File: config.mk
export PLATFORM = sky130hd
export DESIGN_NAME = chardisp_console
export DESIGN_NICKNAME = d
export VERILOG_FILES = /design/src/rtl/chardisp_pkg.sv /design/src/rtl/chardisp_arb.sv /design/src/rtl/chardisp_console.sv
export SDC_FILE = /design/constraint.sdc
export NUM_CORES = 1
export LEC_CHECK = 0
export BUFFER_PORTS_ARGS = -buffer_cell sky130_fd_sc_hd__buf_2
export CORE_MARGIN = 2
export CORE_UTILIZATION = 48
export DETAILED_ROUTE_END_ITERATION = 10
export PLACE_DENSITY = 0.87
export SLEW_MARGIN = 40
export SYNTH_ARGS = -nofsm -noshare
export SYNTH_HDL_FRONTEND = slang
export SYNTH_SLANG_ARGS = --single-unit
File: constraint.sdc
create_clock -name CLK -period 2.7 [get_ports CLK]
set_input_delay 0.135 -clock CLK [delete_from_list [all_inputs] [get_ports CLK]]
set_output_delay 0.135 -clock CLK [all_outputs]
set_load 0.01 [all_outputs]
File: src/rtl/chardisp_pkg.sv
// Shared constants, VRAM word layout and engine state encoding for the text console.
package chardisp_pkg;

  localparam int COLS       = 80;
  localparam int ROWS       = 50;
  localparam int VRAM_WORDS = COLS * ROWS;
  localparam int COLOR_LSB  = 8;
  localparam int CODE_W     = 7;

  typedef enum logic [2:0] {
    IDLE,
    PUT,
    SCRL_RD,
    SCRL_WR,
    CLR_LINE,
    CLR_ALL
  } state_e;

  // Packs a character cell: colour at [19:8], code at [6:0], everything else zero.
  function automatic logic [31:0] char_word(input logic [11:0] color,
                                            input logic [CODE_W-1:0] code);
    logic [31:0] w;
    w = '0;
    w[COLOR_LSB +: 12] = color;
    w[CODE_W-1:0]      = code;
    return w;
  endfunction

endpackage

File: src/rtl/chardisp_arb.sv
// Host/engine VRAM multiplexer; any host access wins the bus and stalls the engine.
module chardisp_arb #(
  parameter int AW = 12
) (
  input  logic [15:0]   h_wraddr,
  input  logic [3:0]    h_byteen,
  input  logic          h_wren,
  input  logic [31:0]   h_wrdata,
  input  logic [15:0]   h_rdaddr,
  input  logic          h_rden,
  input  logic [AW-1:0] e_addr,
  input  logic          e_wren,
  input  logic          e_rden,
  input  logic [31:0]   e_wrdata,
  output logic          stall,
  output logic [15:0]   wraddr,
  output logic [3:0]    byteen,
  output logic          wren,
  output logic [31:0]   wrdata,
  output logic [15:0]   rdaddr,
  output logic          rden
);
  import chardisp_pkg::*;

  logic [15:0] e_baddr;
  assign e_baddr = 16'({e_addr, 2'b00});

  always_comb begin
    stall = h_wren | h_rden;
    if (stall) begin
      wraddr = h_wraddr;
      byteen = h_byteen;
      wren   = h_wren;
      wrdata = h_wrdata;
      rdaddr = h_rdaddr;
      rden   = h_rden;
    end else begin
      wraddr = e_baddr;
      byteen = 4'b0111;
      wren   = e_wren;
      wrdata = e_wrdata;
      rdaddr = e_baddr;
      rden   = e_rden;
    end
  end

endmodule

File: src/rtl/chardisp_console.sv
// Text console engine: character stream in, VRAM cell writes out, with scroll and clear.
module chardisp_console #(
  parameter int COLS = 80,
  parameter int ROWS = 50,
  parameter int AW   = 12
) (
  input  logic        CLK,
  input  logic        RST,
  input  logic        CH_VALID,
  output logic        CH_READY,
  input  logic [7:0]  CH_DATA,
  input  logic [11:0] CH_COLOR,
  input  logic        CLR_REQ,
  output logic        BUSY,
  output logic [6:0]  CURX,
  output logic [5:0]  CURY,
  input  logic [15:0] H_WRADDR,
  input  logic [3:0]  H_BYTEEN,
  input  logic        H_WREN,
  input  logic [31:0] H_WRDATA,
  input  logic [15:0] H_RDADDR,
  input  logic        H_RDEN,
  output logic [31:0] H_RDDATA,
  output logic [15:0] WRADDR,
  output logic [3:0]  BYTEEN,
  output logic        WREN,
  output logic [31:0] WRDATA,
  output logic [15:0] RDADDR,
  output logic        RDEN,
  input  logic [31:0] RDDATA
);
  import chardisp_pkg::*;

  localparam logic [6:0]    X_LAST    = 7'(COLS - 1);
  localparam logic [5:0]    Y_LAST    = 6'(ROWS - 1);
  localparam logic [AW-1:0] ROW_WORDS = AW'(COLS);
  localparam logic [AW-1:0] SCRL_LAST = AW'(COLS * ROWS - COLS - 1);
  localparam logic [AW-1:0] W_LAST    = AW'(COLS * ROWS - 1);

  state_e              state;
  logic [6:0]          curx;
  logic [5:0]          cury;
  logic                clr_pend;
  logic [AW-1:0]       idx;
  logic                rd_pend;
  logic [31:0]         cap;
  logic [CODE_W-1:0]   code_q;
  logic [11:0]         color_q;
  logic                stall;
  logic                accept;
  logic                printable;
  logic [AW-1:0]       cur_addr;
  logic [AW-1:0]       e_addr;
  logic                e_wren;
  logic                e_rden;
  logic [31:0]         e_wrdata;

  assign CH_READY  = (state == IDLE) & ~clr_pend & ~CLR_REQ & RST;
  assign accept    = CH_VALID & CH_READY;
  assign printable = (CH_DATA >= 8'h20) && (CH_DATA <= 8'h7E);
  assign BUSY      = (state != IDLE) | clr_pend;
  assign CURX      = curx;
  assign CURY      = cury;
  assign H_RDDATA  = RDDATA;
  assign cur_addr  = AW'(cury) * ROW_WORDS + AW'(curx);

  always_comb begin
    e_addr   = idx;
    e_wren   = 1'b0;
    e_rden   = 1'b0;
    e_wrdata = '0;
    case (state)
      PUT: begin
        e_addr   = cur_addr;
        e_wren   = 1'b1;
        e_wrdata = char_word(color_q, code_q);
      end
      SCRL_RD: begin
        e_addr = idx + ROW_WORDS;
        e_rden = 1'b1;
      end
      SCRL_WR: begin
        e_wren   = 1'b1;
        // The read returns in this cycle only; later (stalled) cycles use the captured copy.
        e_wrdata = rd_pend ? RDDATA : cap;
      end
      CLR_LINE, CLR_ALL: e_wren = 1'b1;
      default: ;
    endcase
  end

  chardisp_arb #(.AW(AW)) u_arb (
    .h_wraddr (H_WRADDR),
    .h_byteen (H_BYTEEN),
    .h_wren   (H_WREN),
    .h_wrdata (H_WRDATA),
    .h_rdaddr (H_RDADDR),
    .h_rden   (H_RDEN),
    .e_addr   (e_addr),
    .e_wren   (e_wren),
    .e_rden   (e_rden),
    .e_wrdata (e_wrdata),
    .stall    (stall),
    .wraddr   (WRADDR),
    .byteen   (BYTEEN),
    .wren     (WREN),
    .wrdata   (WRDATA),
    .rdaddr   (RDADDR),
    .rden     (RDEN)
  );

  always_ff @(posedge CLK) begin
    if (rd_pend) cap <= RDDATA;
    if (accept) begin
      code_q  <= CH_DATA[CODE_W-1:0];
      color_q <= CH_COLOR;
    end
  end

  always_ff @(posedge CLK) begin
    if (!RST) begin
      state    <= IDLE;
      curx     <= '0;
      cury     <= '0;
      clr_pend <= 1'b0;
      idx      <= '0;
      rd_pend  <= 1'b0;
    end else begin
      rd_pend <= 1'b0;
      if (CLR_REQ) clr_pend <= 1'b1;
      case (state)
        IDLE: begin
          if (clr_pend) begin
            state    <= CLR_ALL;
            idx      <= '0;
            clr_pend <= CLR_REQ;
          end else if (accept) begin
            if (printable) begin
              state <= PUT;
            end else if (CH_DATA == 8'h0D) begin
              curx <= '0;
            end else if (CH_DATA == 8'h0A) begin
              curx <= '0;
              if (cury == Y_LAST) begin
                state <= SCRL_RD;
                idx   <= '0;
              end else begin
                cury <= cury + 6'd1;
              end
            end else if (CH_DATA == 8'h08 && curx != 7'd0) begin
              curx <= curx - 7'd1;
            end
          end
        end
        PUT: if (!stall) begin
          state <= IDLE;
          if (curx == X_LAST) begin
            curx <= '0;
            if (cury == Y_LAST) begin
              state <= SCRL_RD;
              idx   <= '0;
            end else begin
              cury <= cury + 6'd1;
            end
          end else begin
            curx <= curx + 7'd1;
          end
        end
        SCRL_RD: if (!stall) begin
          state   <= SCRL_WR;
          rd_pend <= 1'b1;
        end
        SCRL_WR: if (!stall) begin
          // idx rolls straight from the last copied word into the first word of the bottom row.
          state <= (idx == SCRL_LAST) ? CLR_LINE : SCRL_RD;
          idx   <= idx + AW'(1);
        end
        CLR_LINE: if (!stall) begin
          if (idx == W_LAST) state <= IDLE;
          else               idx   <= idx + AW'(1);
        end
        CLR_ALL: if (!stall) begin
          if (idx == W_LAST) begin
            state <= IDLE;
            curx  <= '0;
            cury  <= '0;
          end else begin
            idx <= idx + AW'(1);
          end
        end
        default: state <= IDLE;
      endcase
    end
  end

endmodule

==> results.sh, run 1 <==
export IMPL_num_antenna_cells=0
export IMPL_arrival_ns=2.50
export IMPL_yosysSeqAreaShare=0.333
export IMPL_port_buffers=242
export IMPL_finish_utilization=0.657
export IMPL_synthMostInstantiatedCell="nor2_1"
export IMPL_syn_nets=792
export IMPL_finalCritPeriodShare=0.977
export IMPL_grt_pass1_wl_um=28800
export IMPL_ys_ff_latch=81
export IMPL_path_class="flop to primary output"
export IMPL_max_freq_mhz=379
export IMPL_yosysWarnings=0
export IMPL_post_route_drc_count=0
export IMPL_initialDrtViolationCount=551
export IMPL_synth_top_area_share=0.228
export IMPL_num_rows=38
export IMPL_syn_area_per_cell_um2=8.43
export IMPL_seq_area_um2=1820
export IMPL_drv_cap=0
export IMPL_synth_top_cells_by_count="91 x nor2_1, 62 x dfxtp_1, 52 x nand2_1"
export IMPL_yosys_area_top_type="dfxtp_1"
export IMPL_gp_congestion=0.901
export IMPL_clock_skew_ns=0.0111
export IMPL_syn_to_final_growth_pct=32.2
export IMPL_n_fill_cell=887
export IMPL_via_count=5888
export IMPL_synth_cell_types=72
export IMPL_clk_latency_ns=0.34
export IMPL_hp_class="input port to flop"
export IMPL_initial_core_util=0.497
export IMPL_peakVddDrop_uv=468
export IMPL_drive_above_1_share=0.425
export IMPL_grt_pass1_vias=5506
export IMPL_final_setup_viol_count=0
export IMPL_via_per_inst=5.82
export IMPL_fin_nets=1013
export IMPL_post_drt_wl_per_cell_um=18.2
export IMPL_netlist_instances=645
export IMPL_antenna_found_initial=0
export IMPL_post_dp_hpwl_um=13300
export IMPL_die_h_um=110
export IMPL_grt_use_total=0.289
export IMPL_dieArea_um2=12200
export IMPL_cp_start_kind="flop"
export IMPL_multiInputGateArea_um2=3220
export IMPL_cts_tree="yes"
export IMPL_dr_pass1_iters=5
export IMPL_cts_htree_levels=3
export IMPL_routed_wl_um=18400
export IMPL_chipWidth_um=110
export IMPL_clk_pin_slew_ns=0.07
export IMPL_finalSetupTns_ns=0
export IMPL_cp_required_ns=2.57
export IMPL_numCtsBuffers=9
export IMPL_synth_area_um2=5440
export IMPL_synth_edff_count=19
export IMPL_hold_viol=0
export IMPL_slew_viol_final=0
export IMPL_critPathCaptureType="primary output"
export IMPL_ios=243
export IMPL_clockBufferDepth=2
export IMPL_status="finished, final reports clean"
export IMPL_critPathMaxFanout=2
export IMPL_synthFlopType="dfxtp_1"
export IMPL_tightest_slew_ns=0.703
export IMPL_hold_ws_ns=0.0299
export IMPL_yosys_top_cells_area="dfxtp_1 23%, edfxtp_1 10%, mux2_2 6.6%"
export IMPL_power_density_nw_per_um2=656
export IMPL_drtAntennaViolNets=0
export IMPL_fin_crit_ns=2.64
export IMPL_core_area_um2=10900
export IMPL_clkSinkCount=81
export IMPL_async_flop_share=0
export IMPL_rsz0062_at_grt="yes"
export IMPL_p_leak_nw=3.27
export IMPL_grt_overflow=0
export IMPL_relSlewSlack=0.532
export IMPL_root_buffer="clkbuf_16"
export IMPL_grt_max_degree=67
worst max-delay path, cell delays in order (launching register included):
cell and delay [ns]:
dfxtp_2 0.34, ha_4 0.24, ha_4 0.16, fa_2 0.55, nand2_2 0.06, nor2_1 0.11, o21ai_1 0.08, xor2_1 0.21
o2111ai_2 0.14, o21a_1 0.15, buf_2 0.13
per-layer routing:
layer  wire length [µm]  global-route usage
met5                  0                   0
met3               1520              0.0560
met2               9100               0.501
met4                474              0.0917
met1               7310               0.361
metrics by stage:
step	setup WS (ns)	cells	area, µm²	total power [mW]
floorplan	0.206	645	5440	2.77
global placement	0.272	978	6590	3.25
detailed placement	0.166	978	6590	3.30
CTS	0.00812	1008	7110	4.67
global route	-0.0538	1011	7190	4.94
finish	0.0618	1011	7190	4.71
what timing repair did:
action,in CTS,in global routing
hold buffers,13,0
buffers inserted,1,3
pin swaps,6,5
endpoints found under the hold margin,13,0
cloned,0,0
setup endpoints to repair,5,14
resized for setup,15,13
final cells by class:
type                    instances  area share
repair buffers                288       0.221
clock inverters                 6      0.0111
flip-flops and latches         81       0.253
inverters                      14     0.00731
well taps                     140      0.0244
clock buffers                  10      0.0348
multi-input cells             472       0.448
cell usage in the layout, fill, tap and decap left out, types with 7 or more instances in the layout:
| cell | netlist | final |
|---|---|---|
| mux2_2 | 32 | 32 |
| a221oi_1 | 23 | 23 |
| nand2_1 | 52 | 51 |
| nor2_1 | 91 | 90 |
| and2_1 | 9 | 9 |
| ha_1 | 19 | 14 |
| buf_2 | 3 | 242 |
| clkbuf_16 | 0 | 10 |
| dlygate4sd3_1 | 0 | 13 |
| o21ai_0 | 21 | 18 |
| o211ai_1 | 7 | 7 |
| nand3_1 | 37 | 37 |
| edfxtp_1 | 19 | 19 |
| nor3_1 | 14 | 14 |
| o21a_1 | 15 | 15 |
| inv_1 | 13 | 13 |
| buf_4 | 35 | 33 |
| dfxtp_1 | 62 | 56 |
| a21oi_1 | 24 | 22 |
state kept, by name, summed over array words and instances, names as in the netlist:
name,flops
CURX,7
CURY,6
cap,32
clr_pend,1
code_q,7
color_q,12
idx,12
rd_pend,1
state,3
path summary, 6_finish.rpt:
check,start,cells after the start,slack (ns),endpoint
min,CH_DATA[1],1,0.03,code_q[1]
max reg2reg,CURX[1],7,0.15,idx[11]
max,CURY[3],10,0.06,RDADDR[12]
min reg2reg,cap[5],1,0.48,cap[5]
report_power, final:
group	leakage [nW]	switching [mW]	internal, mW
Sequential	0.685	0.122	1.52
Combinational	2.43	0.976	0.753
Clock	0.158	0.551	0.791
logic make-up (layout without fill, tap and decap cells):
family / count (synthesis) / after routing / share of synthesized area
xor+xnor: 10 / 10 / 0.0161
fa+ha+maj: 21 / 21 / 0.0511
compound gates: 149 / 149 / 0.205
buf+inv: 92 / 318 / 0.0953
flops: 81 / 81 / 0.333
mux: 34 / 34 / 0.0700
simple gates: 258 / 258 / 0.229
(Power assumes the default switching activity.)
==> inputs of run 2 (changes only) <==
--- a/config.mk
+++ b/config.mk
@@ -7,10 +7,11 @@
 export LEC_CHECK = 0
 export BUFFER_PORTS_ARGS = -buffer_cell sky130_fd_sc_hd__buf_2
 export CORE_MARGIN = 2
-export CORE_UTILIZATION = 48
+export CORE_UTILIZATION = 49
 export DETAILED_ROUTE_END_ITERATION = 10
-export PLACE_DENSITY = 0.87
+export PLACE_DENSITY = 0.88
 export SLEW_MARGIN = 40
 export SYNTH_ARGS = -nofsm -noshare
 export SYNTH_HDL_FRONTEND = slang
+export SYNTH_HIERARCHICAL = 1
 export SYNTH_SLANG_ARGS = --single-unit
==> results.sh, run 2 <==
export IMPL_status="finished with violations"
export IMPL_violations="negative setup slack"
export IMPL_tightest_slew_ns=0.784
export IMPL_hold_end="code_q[4]"
export IMPL_post_route_drc_count=0
export IMPL_gp_congestion=0.903
export IMPL_largest_reg_flops=32
export IMPL_grt_use_total=0.256
export IMPL_critPathMaxFanout=2
export IMPL_crit_chain="ha_4 > ha_4 > inv_2 > fa_2 > nor3b_4 > buf_4 > xor2_1 > nand2_1 > o311ai_2 > mux2_4 > buf_6"
export IMPL_final_cell_count_no_fill=987
export IMPL_hp_class="input port to flop"
export IMPL_synth_top_area_share=0.217
export IMPL_crit_family="adder cells"
export IMPL_finish_utilization=0.658
export IMPL_clockBufferDepth=2
export IMPL_switchingPower_mw=1.77
export IMPL_reg_top3="cap (32), color_q (12), idx (12)"
export IMPL_yosys_area_share_xor_xnor=0.0153
export IMPL_ys_ff_latch=81
export IMPL_num_antenna_cells=0
export IMPL_dieArea_um2=12600
export IMPL_ios=243
export IMPL_r2r_end="CURX[5]"
export IMPL_p_int_mw=3.17
export IMPL_synthFlopType="dfxtp_1"
export IMPL_port_buffers=242
export IMPL_clk_pin_slew_ns=0.07
export IMPL_clkPwrFrac=0.259
export IMPL_reg2reg_slack_ns=0.33
export IMPL_via_count=5585
export IMPL_mostFrequentLayoutCell="buf_2"
export IMPL_pre_cts_slack_ns=-0.00661
export IMPL_routed_wl_um=17200
export IMPL_netlist_instances=619
export IMPL_critPathCaptureType="primary output"
export IMPL_synth_edff_count=19
export IMPL_post_dp_hpwl_um=12400
export IMPL_swShare=0.359
export IMPL_synth_top_cells_by_count="88 x mux2_2, 62 x dfxtp_1, 50 x nor2_1"
export IMPL_yosys_area_top_type="dfxtp_1"
export IMPL_initial_core_util=0.501
export IMPL_grt_pass1_vias=5370
export IMPL_crit_top_cell="ha_4"
export IMPL_finalSetupTns_ns=-0.413
export IMPL_placedCellCount=954
export IMPL_path_buf_inv=3
export IMPL_rsz0062_at_grt="yes"
export IMPL_clkSinkCount=81
export IMPL_hold_path_depth=1
export IMPL_synth_simple_area_share=0.173
export IMPL_grt_max_degree=69
export IMPL_async_flop_share=0
export IMPL_die_h_um=112
export IMPL_cts_tree="yes"
export IMPL_finalCritPeriodShare=1.04
export IMPL_relSlewSlack=0.476
export IMPL_drive_above_1_share=0.499
export IMPL_hold_viol=0
export IMPL_synth_area_mux_share=0.213
export IMPL_slew_viol_final=0
export IMPL_root_buffer="clkbuf_16"
export IMPL_yosys_top_cells_area="dfxtp_1 22%, mux2_2 17%, edfxtp_1 10%"
export IMPL_power_density_nw_per_um2=656
export IMPL_cts_htree_levels=3
export IMPL_r2r_start="idx[0]"
export IMPL_fin_crit_ns=2.81
export IMPL_syn_nets=766
export IMPL_fin_area_um2=7520
export IMPL_yosysSeqAreaShare=0.317
export IMPL_synth_cell_types=65
export IMPL_path_class="flop to primary output"
export IMPL_drv_cap=0
export IMPL_num_rows=39
export IMPL_fin_nets=986
export IMPL_dpl_cell_area_um2=6820
export IMPL_cp_required_ns=2.57
export IMPL_post_drt_wl_per_cell_um=17.4
export IMPL_reg2reg_depth=7
export IMPL_n_fill_cell=832
export IMPL_syn_to_final_growth_pct=31.4
export IMPL_arrival_ns=2.67
export IMPL_final_setup_viol_count=6
export IMPL_antenna_found_initial=1
export IMPL_comb_power_share=0.402
export IMPL_yosysWarnings=6
export IMPL_seq_power_share=0.339
export IMPL_clock_skew_ns=0.00551
export IMPL_grt_overflow=0
export IMPL_cp_start_kind="flop"
export IMPL_clk_latency_ns=0.34
export IMPL_max_freq_mhz=356
export IMPL_dr_pass1_iters=6
export IMPL_syn_area_per_cell_um2=9.24
export IMPL_via_per_inst=5.66
export IMPL_min_from="CH_DATA[4]"
export IMPL_synth_compound_area_frac=0.143
export IMPL_cp_slowest_cell="fa_2"
export IMPL_max_stage_delay_ns=0.46
export IMPL_synth_fa_ha_area_frac=0.0486
export IMPL_core_area_um2=11400
export IMPL_peakVddDrop_uv=504
export IMPL_grt_pass1_wl_um=26100
export IMPL_layout_setup_ws_ns=-0.106
export IMPL_synth_area_um2=5720
export IMPL_numCtsBuffers=9
export IMPL_initialDrtViolationCount=627
export IMPL_top_register="cap"
export IMPL_path_depth=11
export IMPL_synth_top_family_by_area="multiplexers"
export IMPL_mostFrequentLayoutCells="238 x buf_2, 83 x mux2_2, 54 x dfxtp_1"
export IMPL_chipWidth_um=112
export IMPL_drtAntennaViolNets=0
export IMPL_p_leak_nw=3.34
export IMPL_synthMostInstantiatedCell="mux2_2"
==> run 2: cell count changes in the layout (fill, tap and decap cells not counted), moves of 11 or more <==
cell / before / now
nor2b_1: 4 / 23
mux2_2: 32 / 83
a221oi_1: 23 / 1
nand3_1: 37 / 14
o21a_1: 15 / 4
mux2i_1: 2 / 23
nor2_1: 90 / 50
==> run 2: worst max path at each step <==
stage | start | endpoint | slack [ns]
floorplan | CURY[3] | RDADDR[13] | 0.14
global placement | CURY[1] | RDADDR[13] | 0.11
detailed placement | CURY[1] | WRADDR[13] | -0.007
CTS | CURY[3] | WRADDR[13] | -0.05
global route | CURY[1] | RDADDR[11] | -0.19
finish | CURY[1] | RDADDR[11] | -0.11
==> run 2: repair_timing <==
| action | 4_1_cts | 5_1_grt |
|---|---|---|
| buffers inserted | 4 | 0 |
| setup endpoints to repair | 6 | 12 |
| hold endpoints to repair | 11 | 1 |
| hold buffers | 11 | 1 |
| resized for setup | 32 | 17 |
| pin swaps | 12 | 10 |
==> run 2: through the flow <==
stage / total power [mW] / hold WS, ns
2_1_floorplan: 3.05 / 0.234
3_3_place_gp: 3.53 / 0.313
3_5_place_dp: 3.60 / 0.313
4_1_cts: 4.90 / 0.000232
5_1_grt: 5.21 / 0.0192
6_report: 4.93 / 0.0139
==> run 2: power by group through the flow <==
stage | combinational [mW] | sequential [mW] | clock [mW]
global placement | 1.86 | 1.67 | 0
detailed placement | 1.91 | 1.69 | 0
global route | 2.16 | 1.70 | 1.34
finish | 1.99 | 1.67 | 1.28
floorplan | 1.43 | 1.62 | 0
CTS | 1.94 | 1.66 | 1.30
==> run 2: kinds of logic after synthesis <==
logic type,Yosys count
simple gates,193
fa+ha+maj,21
xor+xnor,10
mux,111
buf+inv,90
compound gates,113
flops,81
==> run 2: worst reg2reg max path, cell delays in order, from the launching register on <==
cell	delay, ns
dfxtp_1	0.44
ha_1	0.24
nand3_1	0.18
nor4_4	0.36
o22ai_2	0.15
a21o_1	0.33
a2111oi_0	0.46
nor2_1	0.09
==> run 2: layout make-up <==
cell class | instances | area, µm² | area share
inverter | 20 | 75.1 | 0.00999
timing repair buffer | 279 | 1560 | 0.207
multi-input combinational | 448 | 3580 | 0.476
sequential | 81 | 1820 | 0.242
clock inverter | 7 | 83.8 | 0.0111
clock buffer | 9 | 225 | 0.0300
tap | 143 | 179 | 0.0238
==> run 2: metal layers <==
metal,share of wire,GRT usage,vias up
met2,0.52,0.475,292
met4,0.029,0.100,2
met3,0.071,0.0491,53
met5,0.00076,0,-
li1,-,-,2646
met1,0.38,0.288,2592
==> inputs of run 3 (changes only) <==
==> constraint.sdc (replaced) <==
create_clock -name CLK -period 2.7 [get_ports CLK]
set_input_delay 0.135 -clock CLK [delete_from_list [all_inputs] [get_ports CLK]]
set_output_delay 0.135 -clock CLK [all_outputs]
set_load 0.02 [all_outputs]
==> results.sh, run 3 (same netlist as run 2, synthesis figures left out) <==
export IMPL_clockBufferDepth=2
export IMPL_clock_skew_ns=0.00790
export IMPL_path_class="flop to primary output"
export IMPL_final_setup_viol_count=5
export IMPL_clkPwrFrac=0.249
export IMPL_die_h_um=112
export IMPL_clkSinkCount=81
export IMPL_swShare=0.368
export IMPL_arrival_ns=2.63
export IMPL_drive_above_1_share=0.499
export IMPL_violations="negative setup slack"
export IMPL_syn_to_final_growth_pct=31.0
export IMPL_reg2reg_slack_ns=0.30
export IMPL_fin_crit_ns=2.77
export IMPL_drv_cap=0
export IMPL_crit_family="adder cells"
export IMPL_comb_power_share=0.421
export IMPL_path_buf_inv=2
export IMPL_initialDrtViolationCount=703
export IMPL_grt_overflow=0
export IMPL_rsz0062_at_grt="yes"
export IMPL_multiInputGateArea_um2=3570
export IMPL_port_buffers=242
export IMPL_critPathCaptureType="primary output"
export IMPL_max_freq_mhz=361
export IMPL_finalCritPeriodShare=1.03
export IMPL_largest_reg_flops=32
export IMPL_met2_length_um=8350
export IMPL_switchingPower_mw=1.84
export IMPL_layout_setup_ws_ns=-0.0699
export IMPL_crit_chain="ha_4 > ha_4 > inv_2 > fa_2 > nor3b_4 > nand3_2 > xnor2_2 > o21ai_2 > mux2_4 > buf_6"
export IMPL_core_area_um2=11400
export IMPL_via_count=5529
export IMPL_hp_class="input port to flop"
export IMPL_relSlewSlack=0.476
export IMPL_top_register="cap"
export IMPL_post_drt_wl_per_cell_um=16.8
export IMPL_clk_latency_ns=0.34
export IMPL_mostFrequentLayoutCell="buf_2"
export IMPL_fin_nets=986
export IMPL_mostFrequentLayoutCells="238 x buf_2, 84 x mux2_2, 54 x dfxtp_1"
export IMPL_routed_wl_um=16600
export IMPL_hold_ws_ns=0.0215
export IMPL_num_rows=39
export IMPL_grt_pass1_vias=5341
export IMPL_gp_congestion=0.916
export IMPL_antenna_found_initial=0
export IMPL_wl_met3_um=1130
export IMPL_num_antenna_cells=0
export IMPL_ios=243
export IMPL_root_buffer="clkbuf_16"
export IMPL_cts_tree="yes"
export IMPL_cp_start_kind="flop"
export IMPL_crit_top_cell="ha_4"
export IMPL_power_density_nw_per_um2=666
export IMPL_numCtsBuffers=9
export IMPL_status="finished with violations"
export IMPL_slew_viol_final=0
export IMPL_seq_power_share=0.330
export IMPL_pre_cts_slack_ns=0.0565
export IMPL_finalPower_mw=4.99
export IMPL_critPathMaxFanout=3
export IMPL_highest_layer="met4"
export IMPL_clk_pin_slew_ns=0.06
export IMPL_hold_viol=0
export IMPL_cp_required_ns=2.57
export IMPL_met1_length_um=6790
export IMPL_seq_area_um2=1820
export IMPL_dieArea_um2=12600
export IMPL_reg_top3="cap (32), color_q (12), idx (12)"
export IMPL_tightest_slew_ns=0.785
export IMPL_via_per_inst=5.60
export IMPL_p_int_mw=3.16
export IMPL_cts_htree_levels=3
export IMPL_grt_pass1_wl_um=26200
export IMPL_final_cell_count_no_fill=987
export IMPL_max_stage_delay_ns=0.47
export IMPL_grt_use_total=0.256
export IMPL_peakVddDrop_uv=634
export IMPL_initial_core_util=0.501
export IMPL_cp_slowest_cell="fa_2"
export IMPL_drtAntennaViolNets=0
export IMPL_chipWidth_um=112
export IMPL_dr_pass1_iters=6
export IMPL_p_leak_nw=3.31
export IMPL_placedCellCount=955
export IMPL_post_dp_hpwl_um=12100
export IMPL_post_route_drc_count=0
export IMPL_n_fill_cell=856
export IMPL_grt_max_degree=69
run 3: power groups by stage:
stage	Sequential (mW)	Combinational, mW	Clock [mW]
after detailed placement	1.67	2.04	0
after floorplan	1.63	1.54	0
after global placement	1.65	2.00	0
after CTS	1.64	2.07	1.27
final	1.65	2.10	1.24
after global routing	1.68	2.28	1.32
run 3: final cells by class:
class	instances	area share
inverter	20	0.0100
clock inverter	7	0.0104
tap	143	0.0239
clock buffer	9	0.0301
sequential	81	0.243
multi-input combinational	448	0.476
timing repair buffer	279	0.207
run 3: metal layers:
layer  up-vias  track usage
li1       2644            -
met1      2616        0.306
met2       237        0.454
met3        32       0.0562
met4         0       0.0951
met5         -            0
run 3: worst reg2reg max path: stages, from the launching register on:
cell,delay (ns)
dfxtp_1,0.48
ha_1,0.25
and3_1,0.26
and3_1,0.20
nor2_1,0.11
a221o_1,0.31
or3b_1,0.43
o221a_2,0.25
run 3: timing repair:
action,in CTS,in global routing
endpoints found under the hold margin,12,0
hold buffers,12,0
buffers inserted,2,2
endpoints found under the setup margin,6,14
pin swaps,11,11
resized for setup,27,25
run 3: path summary, 6_finish.rpt:
path | startpoint | to | depth (start not counted)
setup / recovery | CURY[1] | RDADDR[13] | 10
hold / removal | CH_DATA[4] | code_q[4] | 1
setup reg to reg | CURX[0] | idx[11] | 7
hold reg to reg | cap[31] | cap[31] | 1
run 3: through the flow:
stage / TNS, ns / utilization / area (µm²)
final: -0.223 / 0.656 / 7490
after global routing: -0.777 / 0.656 / 7490
after CTS: -0.127 / 0.646 / 7370
after detailed placement: 0 / 0.598 / 6830
after global placement: 0 / 0.598 / 6830
after floorplan: 0 / - / 5720
